### src/rtl/frog_controller.sv
// frog_controller: keyboard hops, pad riding, drowning, lives/score/respawn for the frog sprite
module frog_controller #(
  parameter logic [10:0] START_X = 11'd300,
  parameter logic [10:0] START_Y = 11'd440,
  parameter logic [10:0] STEP = 11'd40,
  parameter int HOP_FRAMES = 4,
  parameter logic [10:0] X_MAX = 11'd600,
  parameter logic [10:0] Y_MAX = 11'd440,
  parameter logic [10:0] GOAL_Y = 11'd0,
  parameter logic [10:0] RIVER_Y_MIN = 11'd40,
  parameter logic [10:0] RIVER_Y_MAX = 11'd200,
  parameter int DEATH_FRAMES = 30,
  parameter int LIVES = 3
) (
  input logic frame_clk,
  input logic Reset,
  input logic [7:0] keycode,
  input logic Pad_Collision,
  input logic Ride_Move,
  input logic Ride_Dir,
  input logic [10:0] Ride_Step,
  output logic [10:0] Frog_X,
  output logic [10:0] Frog_Y,
  output logic [1:0] Frog_Facing,
  output logic Frog_Hopping,
  output logic Frog_Dead,
  output logic [1:0] Lives,
  output logic [7:0] Score,
  output logic Game_Over
);
  localparam int CW = $clog2(DEATH_FRAMES > HOP_FRAMES ? DEATH_FRAMES : HOP_FRAMES) + 1;
  localparam logic [10:0] DELTA = STEP / 11'(HOP_FRAMES);
  typedef enum logic [2:0] {ALIVE, HOP, DYING, RESPAWN, OVER} state_t;
  state_t state, state_n;
  logic [7:0] prev_key;
  logic [CW-1:0] cnt, cnt_n;
  logic [10:0] x_n, y_n, hop_x, hop_y;
  logic [1:0] face_n, lives_n, key_face;
  logic [7:0] score_n;
  logic key_ev, in_bounds, river, ride_out;
  always_ff @(posedge frame_clk) begin
    if (Reset) begin
      state <= ALIVE;
      Frog_X <= START_X;
      Frog_Y <= START_Y;
      Frog_Facing <= 2'd0;
      Lives <= 2'(LIVES);
      Score <= 8'd0;
      cnt <= '0;
      prev_key <= 8'd0;
    end else begin
      state <= state_n;
      Frog_X <= x_n;
      Frog_Y <= y_n;
      Frog_Facing <= face_n;
      Lives <= lives_n;
      Score <= score_n;
      cnt <= cnt_n;
      prev_key <= keycode;
    end
  end
  always_comb begin
    key_face = keycode == 8'h1A ? 2'd0 : keycode == 8'h04 ? 2'd1 : keycode == 8'h16 ? 2'd2 : 2'd3;
    key_ev = (keycode inside {8'h1A, 8'h04, 8'h16, 8'h07}) && keycode != prev_key;
    // bounds are checked on the current position so no 11-bit wrap can slip through
    in_bounds = key_face == 2'd0 ? Frog_Y >= STEP :
                key_face == 2'd1 ? Frog_X >= STEP :
                key_face == 2'd2 ? Frog_Y <= Y_MAX - STEP : Frog_X <= X_MAX - STEP;
    river = Frog_Y >= RIVER_Y_MIN && Frog_Y <= RIVER_Y_MAX;
    ride_out = Ride_Dir ? Ride_Step > X_MAX - Frog_X : Ride_Step > Frog_X;
    hop_x = Frog_Facing == 2'd1 ? Frog_X - DELTA : Frog_Facing == 2'd3 ? Frog_X + DELTA : Frog_X;
    hop_y = Frog_Facing == 2'd0 ? Frog_Y - DELTA : Frog_Facing == 2'd2 ? Frog_Y + DELTA : Frog_Y;
  end
  always_comb begin
    state_n = state;
    x_n = Frog_X;
    y_n = Frog_Y;
    face_n = Frog_Facing;
    lives_n = Lives;
    score_n = Score;
    cnt_n = cnt;
    case (state)
      ALIVE: begin
        if (key_ev) begin
          face_n = key_face;
          if (in_bounds) begin
            state_n = HOP;
            cnt_n = '0;
          end
        end else if (river && !Pad_Collision) begin
          state_n = DYING;
          cnt_n = '0;
        end else if (Pad_Collision && Ride_Move) begin
          if (ride_out) begin
            state_n = DYING;
            cnt_n = '0;
          end else x_n = Ride_Dir ? Frog_X + Ride_Step : Frog_X - Ride_Step;
        end
      end
      HOP: begin
        x_n = hop_x;
        y_n = hop_y;
        cnt_n = cnt + CW'(1);
        if (cnt == CW'(HOP_FRAMES - 1)) begin
          state_n = hop_y == GOAL_Y ? RESPAWN : ALIVE;
          score_n = hop_y == GOAL_Y && Score != 8'hFF ? Score + 8'd1 : Score;
        end
      end
      DYING: begin
        cnt_n = cnt + CW'(1);
        if (cnt == CW'(DEATH_FRAMES - 1)) begin
          lives_n = Lives - 2'd1;
          state_n = Lives <= 2'd1 ? OVER : RESPAWN;
        end
      end
      RESPAWN: begin
        x_n = START_X;
        y_n = START_Y;
        face_n = 2'd0;
        state_n = ALIVE;
      end
      default: state_n = OVER;
    endcase
  end
  always_comb begin
    Frog_Hopping = state == HOP;
    Frog_Dead = state == DYING;
    Game_Over = state == OVER;
  end
endmodule

### config.mk
export PLATFORM = sky130hd
export DESIGN_NAME = frog_controller
export DESIGN_NICKNAME = d
export VERILOG_FILES = /design/src/rtl/frog_controller.sv
export SDC_FILE = /design/constraint.sdc
export NUM_CORES = 1
export LEC_CHECK = 0
export BUFFER_PORTS_ARGS = -buffer_cell sky130_fd_sc_hd__buf_2
export CAP_MARGIN = 20
export CORE_MARGIN = 1
export CORE_UTILIZATION = 60
export DETAILED_ROUTE_END_ITERATION = 16
export PLACE_DENSITY_LB_ADDON = 0.3
export SLEW_MARGIN = 25
export SYNTH_ARGS = -nofsm -noshare
export SYNTH_HDL_FRONTEND = slang
export SYNTH_SLANG_ARGS = --single-unit
export TNS_END_PERCENT = 100
### constraint.sdc
create_clock -name frame_clk -period 4.3 [get_ports frame_clk]
set_input_delay 0.645 -clock frame_clk [delete_from_list [all_inputs] [get_ports frame_clk]]
set_output_delay 0.645 -clock frame_clk [all_outputs]
set_load 0.02 [all_outputs]
Word-level counts from Yosys, hierarchy flattened
Index checks and enable logic that the tools add are counted.
- add/sub/neg operators: 10
- multiply operators: 0
- divide/modulo/power cells: 0
- $lt $le $gt $ge: 8
- equal/unequal tests: 28
- shift operators: 0
- multiplexer cells: 36
- bitwise gates (word level): 0
- reductions and logical operators: 22
- operators with widths (cell ; count):
    $mux 11 ; 9
    $pmux 11 s3 ; 1
    $mux 6 ; 5
    $mux 3 ; 8
    $add 11x4->11 const B ; 2
    $ge 11x6->1 const B ; 2
    $gt 11x11->1 ; 2
    $pmux 11 s2 ; 1
    $sub 11x4->11 const B ; 2
    $eq 8x3->1 const B ; 2
    $eq 8x5->1 const B ; 2
    $pmux 3 s4 ; 1
    $pmux 6 s2 ; 1
    $add 11x11->11 ; 1
    $le 11x10->1 const B ; 1
    $le 11x8->1 const B ; 1
    $le 11x9->1 const B ; 1
    $logic_not 11->1 ; 1
    $sub 10x11->11 const A ; 1
    $sub 11x11->11 ; 1
    $ne 2x2->1 const B ; 5
    $add 8x1->8 const B ; 1
    $mux 2 ; 4
    $ne 4x4->1 const B ; 2
    30 further kinds ; 47
- bits in registers: 51
- latch bits: 0
- RAM bits: 0
- bits in read-only memories: 0
- input port bits: 24
- output and inout port bits: 37
- logic and storage cells: 112
- memories kept: 0

Logic depth before layout (Yosys ltp)
Gate-level depths: netlist (run 1).
- depth in word-level cells: 11
- mapped depth: 17
- depth with buffers taken out: 16

Worst setup path before layout (run 1)
OpenSTA, ideal clock, no wires.
- kind: reg-to-reg
- from: register Frog_X[1]
- to: register Frog_X[7]
- library setup time: 0.091 ns
- arrival: 3.165 ns
- data required time: 4.209 ns
- path slack: 1.044 ns
- stages on the path, launching flop included: 18
- path buffers: 1
- period minus slack after synthesis: 3.256 ns
- path through: dfxtp_1 inv_1 ha_1 nand2b_1 a31oi_1 nor2b_1 o31ai_1 xor2_1 ha_1 nand4_1 nor2_1 a21oi_1 nand4_1 a21oi_2 a21o_1 buf_2 a21oi_1 a311oi_1
- word-level cells in the longest chain between the ends: 7
- elaborated cells on any way between the ends: 18
- classes of those cells: 5 x add/sub; 2 x order compare; 1 x eq/ne; 9 x mux; 1 x reduce/logical
- ends and longest elaborated chain (item ; line ; RTL):
    start, declared ; 22 ; output logic [10:0] Frog_X,
    start signal, assigned ; 53 ; Frog_X <= x_n;
    branches (longest 7 deep; another with $sub 10x11->11) ; -- ;
Several ways; the timed one is not identified. The select of a mux whose other input is x is not followed.
A chain may end at the register's enable or synchronous reset.

Worst setup path after layout (run 1)
- from: register Frog_X[1]
- to: register Frog_X[2]
The elaborated chain is that of the path after synthesis.

==> results of run 1 <==
==> power by group <==
part	internal, uW	switching [uW]
logic	290	450
clock network	174	169
registers	495	84.0
==> path summary, 6_finish.rpt <==
| path | endpoint | slack [ns] | cells after the start |
|---|---|---|---|
| max reg2reg | Frog_X[2] | 0.71 | 16 |
| max | Frog_X[2] | 0.71 | 16 |
| min reg2reg | cnt[4] | 0.51 | 1 |
| min | cnt[4] | 0.51 | 1 |
==> metrics by stage <==
step,total power (uW),cell area [um2],cells
after global routing,1770,5140,754
after floorplan,1130,4740,613
final,1660,5140,754
after detailed placement,1320,5030,746
after CTS,1650,5140,754
after global placement,1290,5030,746
==> cells by family (layout without fill, tap and decap cells) <==
kind of cell,Yosys count,in the layout,synth area share
DFF,50,50,0.211
other,1,1,0.000791
muxes,5,5,0.0113
xor gates and xnor gates,40,40,0.0739
adders and majority gates,52,52,0.142
buffers and inverters,69,108,0.0617
AOI/OAI and AO/OA,185,185,0.271
and+or+nand+nor,211,211,0.228
==> worst max-delay path, stage by stage (launching register included) <==
cell      delay [ns]
dfxtp_1         0.41
inv_1           0.20
ha_1            0.20
nand2b_1        0.09
a31oi_1         0.25
nor2b_1         0.09
o31ai_1         0.25
xor2_1          0.19
ha_1            0.26
nand4_1         0.09
nor2_1          0.06
a21oi_1         0.14
nand4_1         0.14
a21oi_2         0.31
a21o_1          0.38
nand2_1         0.16
o311ai_1        0.28
==> sequential cells by signal, indices dropped and copies added, names as in the netlist <==
name and count:
Lives 2, Score 8, prev_key 8, state 3
Frog_Facing 2, Frog_Y 10, Frog_X 11, cnt 6
==> final cells by class <==
type / instances / area [um2]
Sequential cell: 50 / 1000
Tap cell: 102 / 128
Clock inverter: 2 / 37.5
Clock buffer: 6 / 72.6
Fill cell: 721 / 2540
Multi-Input combinational cell: 494 / 3450
Inverter: 39 / 146
Timing Repair Buffer: 61 / 310
==> placed cells by master (no fill, tap or decap), types with 10 or more instances in the layout <==
cell / instances
nor2_1: 56
a21oi_1: 39
nor2b_1: 20
dfxtp_1: 50
o21ai_1: 10
nand2_1: 41
xnor2_1: 28
ha_1: 49
a31oi_1: 11
buf_2: 59
o21ai_0: 22
nand3_1: 13
nor3_1: 26
inv_1: 39
xor2_1: 12
==> layer usage <==
layer  track usage  wire, um
met1         0.414      5610
met2         0.522      5800
met3        0.0337       702
met4        0.0807       235
met5             0         0
==> flow_summary.ini, run 1 <==
[status]
status = completed

[synth]
synth_area_um2 = 4740
synth_top_flop_cell = dfxtp_1
synthCells = 613
synth_seq_area_share = 0.211
yosysTopAreaCell = dfxtp_1
synthMostInstantiatedCell = nor2_1
synth_cell_types = 76
synth_top_area_frac = 0.211
yosys-top-cells-count = 56 x nor2_1, 50 x dfxtp_1, 49 x ha_1, 41 x nand2_1
synthArstFlopShare = 0
synth-seq-cells = 50
ys_warn_count = 0
synth_edf_count = 0
synthTopCellsByArea = dfxtp_1 21%, ha_1 13%, xnor2_1 5.2%, nor2_1 4.4%, a21oi_1 4.1%
syn_avg_cell_area_um2 = 7.74
synth.net_count = 689

[pwr]
power_density_nw_per_um2 = 323
p_leak_uw = 0.00219
ir_drop_mv = 0.178

[drt]
drt_iter0_drc = 371
post-route-drc-count = 0
ant_nets = 0
wl_per_cell_um = 16.4
vias = 4750
vias_per_cell = 6.30
wl_mm = 12.3
drtPass1Iterations = 6

[cts]
post-cts-setup-buffers = 0
ctsHtreeMaxLevel = 2
worstSkewPairLatency_ns = 0.31
cts_tree = yes
hold_buffers = 0
clk_pin_slew_worst_paths_ns = 0.10
cts_sinks = 50
numCtsBuffers = 5
clk_path_buf_depth = 2
cts_root_buf = clkbuf_8
cts-resized-gates = 0

[sta]
hold_ws_ns = 0.510
setup_tns_ns = 0
slew_violations = 0
finalHoldViolCount = 0
fin_crit_sh = 0.835
fmax_ghz = 0.279
min_period_ns = 3.59
fin_ws_ns = 0.711
worstMarginPinSlew_ns = 0.785
max-slew-margin-rel = 0.477
rsz0062_at_grt = no
finalClockSkew_ns = 0.00584
setup_viol = 0

[critical_path]
worstReg2RegStart = Frog_X[1]
cp-start-kind = flip-flop
crit_path_start = Frog_X[1]
critPathCaptureType = flip-flop
crit_fanout = 11
criticalPathCategory = reg2reg
arrival_ns = 3.81
worstPathRequired_ns = 4.52

[grt]
grt_pass1_wl_mm = 21.0
gr-total-overflow = 0
globalRouteTotalUtil = 0.308
grt_pass1_vias = 4337
antenna_found_initial = 0
grt_max_degree = 44

[floorplanning]
io_pins = 61
die_area_um2 = 8260
start_util = 0.617
rows = 32
fp.dieH_um = 90.9
die_w_um = 90.9
core-area_um2 = 7690

[placed_design]
gp_congestion = 0.957
pre_cts_ws_ns = 0.784
dp_hpwl_mm = 9.40
io_buffer_count = 59

[hold_path]
hold_path.startpoint = cnt[4]
worstHoldPathType = reg2reg

[finish]
final_util = 0.669
area_delta_synth_final_pct = 8.47
nets = 727
antenna_cells = 0
drive_above_1_share = 0.130

[run]
maxCapViolCount = 0
No activity file was read; power rests on OpenSTA's default activity.
==> inputs of run 2 (changes only) <==
ABC_AREA = 1   (was unset)
CORE_UTILIZATION = 54   (was 60)
clock period = 3.3 ns   (was 4.3 ns; I/O delays follow)
==> run 2 against run 1 <==
Effect of this change:
- utilization is 4.4 points lower
- sequential power up 49%
- register-to-register slack worse by 0.43 ns
- synthesized cell count grew 39%
- critical path type unchanged
- wire length increased by 11%
- via count grew 17%
- power increased by 140%
==> flow_summary.ini, run 2 <==
[sta]
finalClockSkew_ns = 0.0123
min_period_ns = 3.02
setup_viol = 0
worstMarginPinSlew_ns = 0.596
fmax_ghz = 0.331
fin_crit_sh = 0.916
slew_violations = 0
hold_ws_ns = 0.419
finalHoldViolCount = 0
rsz0062_at_grt = no
setup_tns_ns = 0
max-slew-margin-rel = 0.600

[synth]
yosys.area_share.adder = 0.130
synthSimpleGateAreaFrac = 0.380
synth_edf_count = 0
synthMuxAreaShare = 0
synth_xor_area_frac = 0.0525
ys_warn_count = 0
yosysTopAreaCell = dfxtp_1
synth_top_family_by_area = simple AND/OR/NAND/NOR gates
synth_seq_area_share = 0.194
synth_top_flop_cell = dfxtp_1
synth_area_um2 = 5170
yosys-top-cells-count = 221 x nand2_1, 115 x inv_1, 99 x nor2_1, 65 x a21oi_1, 63 x nand3_1
syn_avg_cell_area_um2 = 6.07
synthArstFlopShare = 0
synthTopCellsByArea = dfxtp_1 19%, nand2_1 16%, ha_1 12%, inv_1 8.3%, nor2_1 7.2%
synth.net_count = 928
synthMostInstantiatedCell = nand2_1
synth_cell_types = 43
synth_top_area_frac = 0.194
synthCells = 852
synth_compound_area_frac = 0.137
synth-seq-cells = 50

[finish]
antenna_cells = 0
seqCellArea_um2 = 1000
final_common_cell = nand2_1
largest_registers = Frog_X: 11 flops, Frog_Y: 10 flops
final_cell_mix = 221 x nand2_1, 114 x inv_1, 99 x nor2_1
top_register = Frog_X
nets = 990
largest_reg_flops = 11
drive_above_1_share = 0.118
area_delta_synth_final_pct = 11.6
multi_input_area_um2 = 3630
fillers = 891

[grt]
grt_pass1_wl_mm = 22.6
gr-total-overflow = 0
grt_pass1_vias = 5000
grt_max_degree = 31
antenna_found_initial = 0
globalRouteTotalUtil = 0.281

[drt]
drt_iter0_drc = 383
wl_mm = 13.7
vias = 5537
drtPass1Iterations = 6
vias_per_cell = 5.30
ant_nets = 0
wl_per_cell_um = 13.1
post-route-drc-count = 0

[cts]
ctsHtreeMaxLevel = 2
worstSkewPairLatency_ns = 0.31
hold_buffers = 0
cts_sinks = 50
clk_pin_slew_worst_paths_ns = 0.10
cts_tree = yes
numCtsBuffers = 5
clk_path_buf_depth = 2
cts_root_buf = clkbuf_8

[pwr]
fin_total_pwr_uw = 3980
power_density_nw_per_um2 = 690
p_leak_uw = 0.00309
ir_drop_mv = 0.550

[floorplanning]
io_pins = 61
rows = 35
core-area_um2 = 9240
die_area_um2 = 9970
die_w_um = 99.9
start_util = 0.560
fp.dieH_um = 99.9

[placed_design]
dp_hpwl_mm = 10.9
gp_congestion = 0.979
io_buffer_count = 59

[critical_path]
worstPathRequired_ns = 3.51
worstReg2RegStart = Frog_X[0]
critPathCaptureType = flip-flop
crit_path_start = Frog_X[0]
cp-start-kind = flip-flop
criticalPathCategory = reg2reg
reg2reg_slack_ns = 0.28
crit_fanout = 8
arrival_ns = 3.23

[hold_path]
hold_path.startpoint = keycode[7]
worstHoldPathType = in2reg

[status]
status = completed

[run]
maxCapViolCount = 0
-- run 2: cell count changes in the layout (fill, tap and decap cells not counted), moves of 20 or more --
cell	before	now
nand2_1	41	221
inv_1	39	114
nand3_1	13	62
nor2_1	56	99
a21oi_1	39	65
o21ai_0	22	46
nor2b_1	20	0
-- run 2: worst max-delay path, stage by stage (launching register included) --
cell and delay (ns):
dfxtp_1 0.33, inv_1 0.07, ha_1 0.22, a21oi_1 0.22
a21oi_1 0.12, nor2_1 0.16, o21ai_0 0.11, xor2_1 0.17
ha_1 0.30, a21oi_1 0.15, o21a_1 0.13, nand3_1 0.08
nand2_1 0.06, nand2_1 0.09, nand2_1 0.15, nand3b_4 0.13
buf_4 0.18, nor3_1 0.19, nor2_1 0.07
-- run 2: power breakdown --
| part | internal, uW | total (uW) | switching [uW] |
|---|---|---|---|
| Combinational | 951 | 2650 | 1700 |
| Clock | 250 | 468 | 218 |
| Sequential | 719 | 861 | 142 |
| Total | 1920 | 3980 | 2060 |
-- run 2: layer usage --
layer	wire length, um	up-vias	part of all wire	track usage
li1	-	2891	-	-
met5	0	-	0	0
met2	6380	171	0.47	0.488
met3	739	37	0.054	0.0327
met4	357	0	0.026	0.101
met1	6240	2438	0.45	0.360
-- run 2: repair_timing --
item / in CTS / in global routing
endpoints found under the setup margin: 0 / 11
setup buffers: 0 / 1
resized for setup: 0 / 3
-- run 2: final timing paths --
kind            endpoint  depth (start not counted)
max            Frog_X[7]                         18
min          prev_key[7]                          3
max reg2reg    Frog_X[7]                         18
min reg2reg     Score[1]                          2
-- run 2: final cells by class --
type                    instances  area share
multi-input cells             664       0.630
repair buffers                 74      0.0707
clock inverters                 2     0.00672
clock buffers                   6      0.0143
flip-flops and latches         50       0.173
well taps                     129      0.0280
inverters                     119      0.0774
-- run 2: kinds of logic (layout without fill, tap and decap cells) --
logic type	after synthesis	count (layout)
AO/OA/AOI/OAI	132	132
flip-flops	50	50
XOR/XNOR	31	31
other	1	1
adder cells (fa/ha/maj)	52	52
AND/OR/NAND/NOR	448	448
buffers and inverters	138	201
-- run 2: metrics by stage --
step / utilization / setup slack, ns / std cells / cell area, um2
after CTS: 0.622 / 0.244 / 1043 / 5750
after global routing: 0.625 / 0.0225 / 1044 / 5770
after global placement: 0.609 / 0.346 / 1035 / 5630
after detailed placement: 0.609 / 0.245 / 1035 / 5630
after floorplan: - / 0.206 / 852 / 5170
final: 0.625 / 0.279 / 1044 / 5770
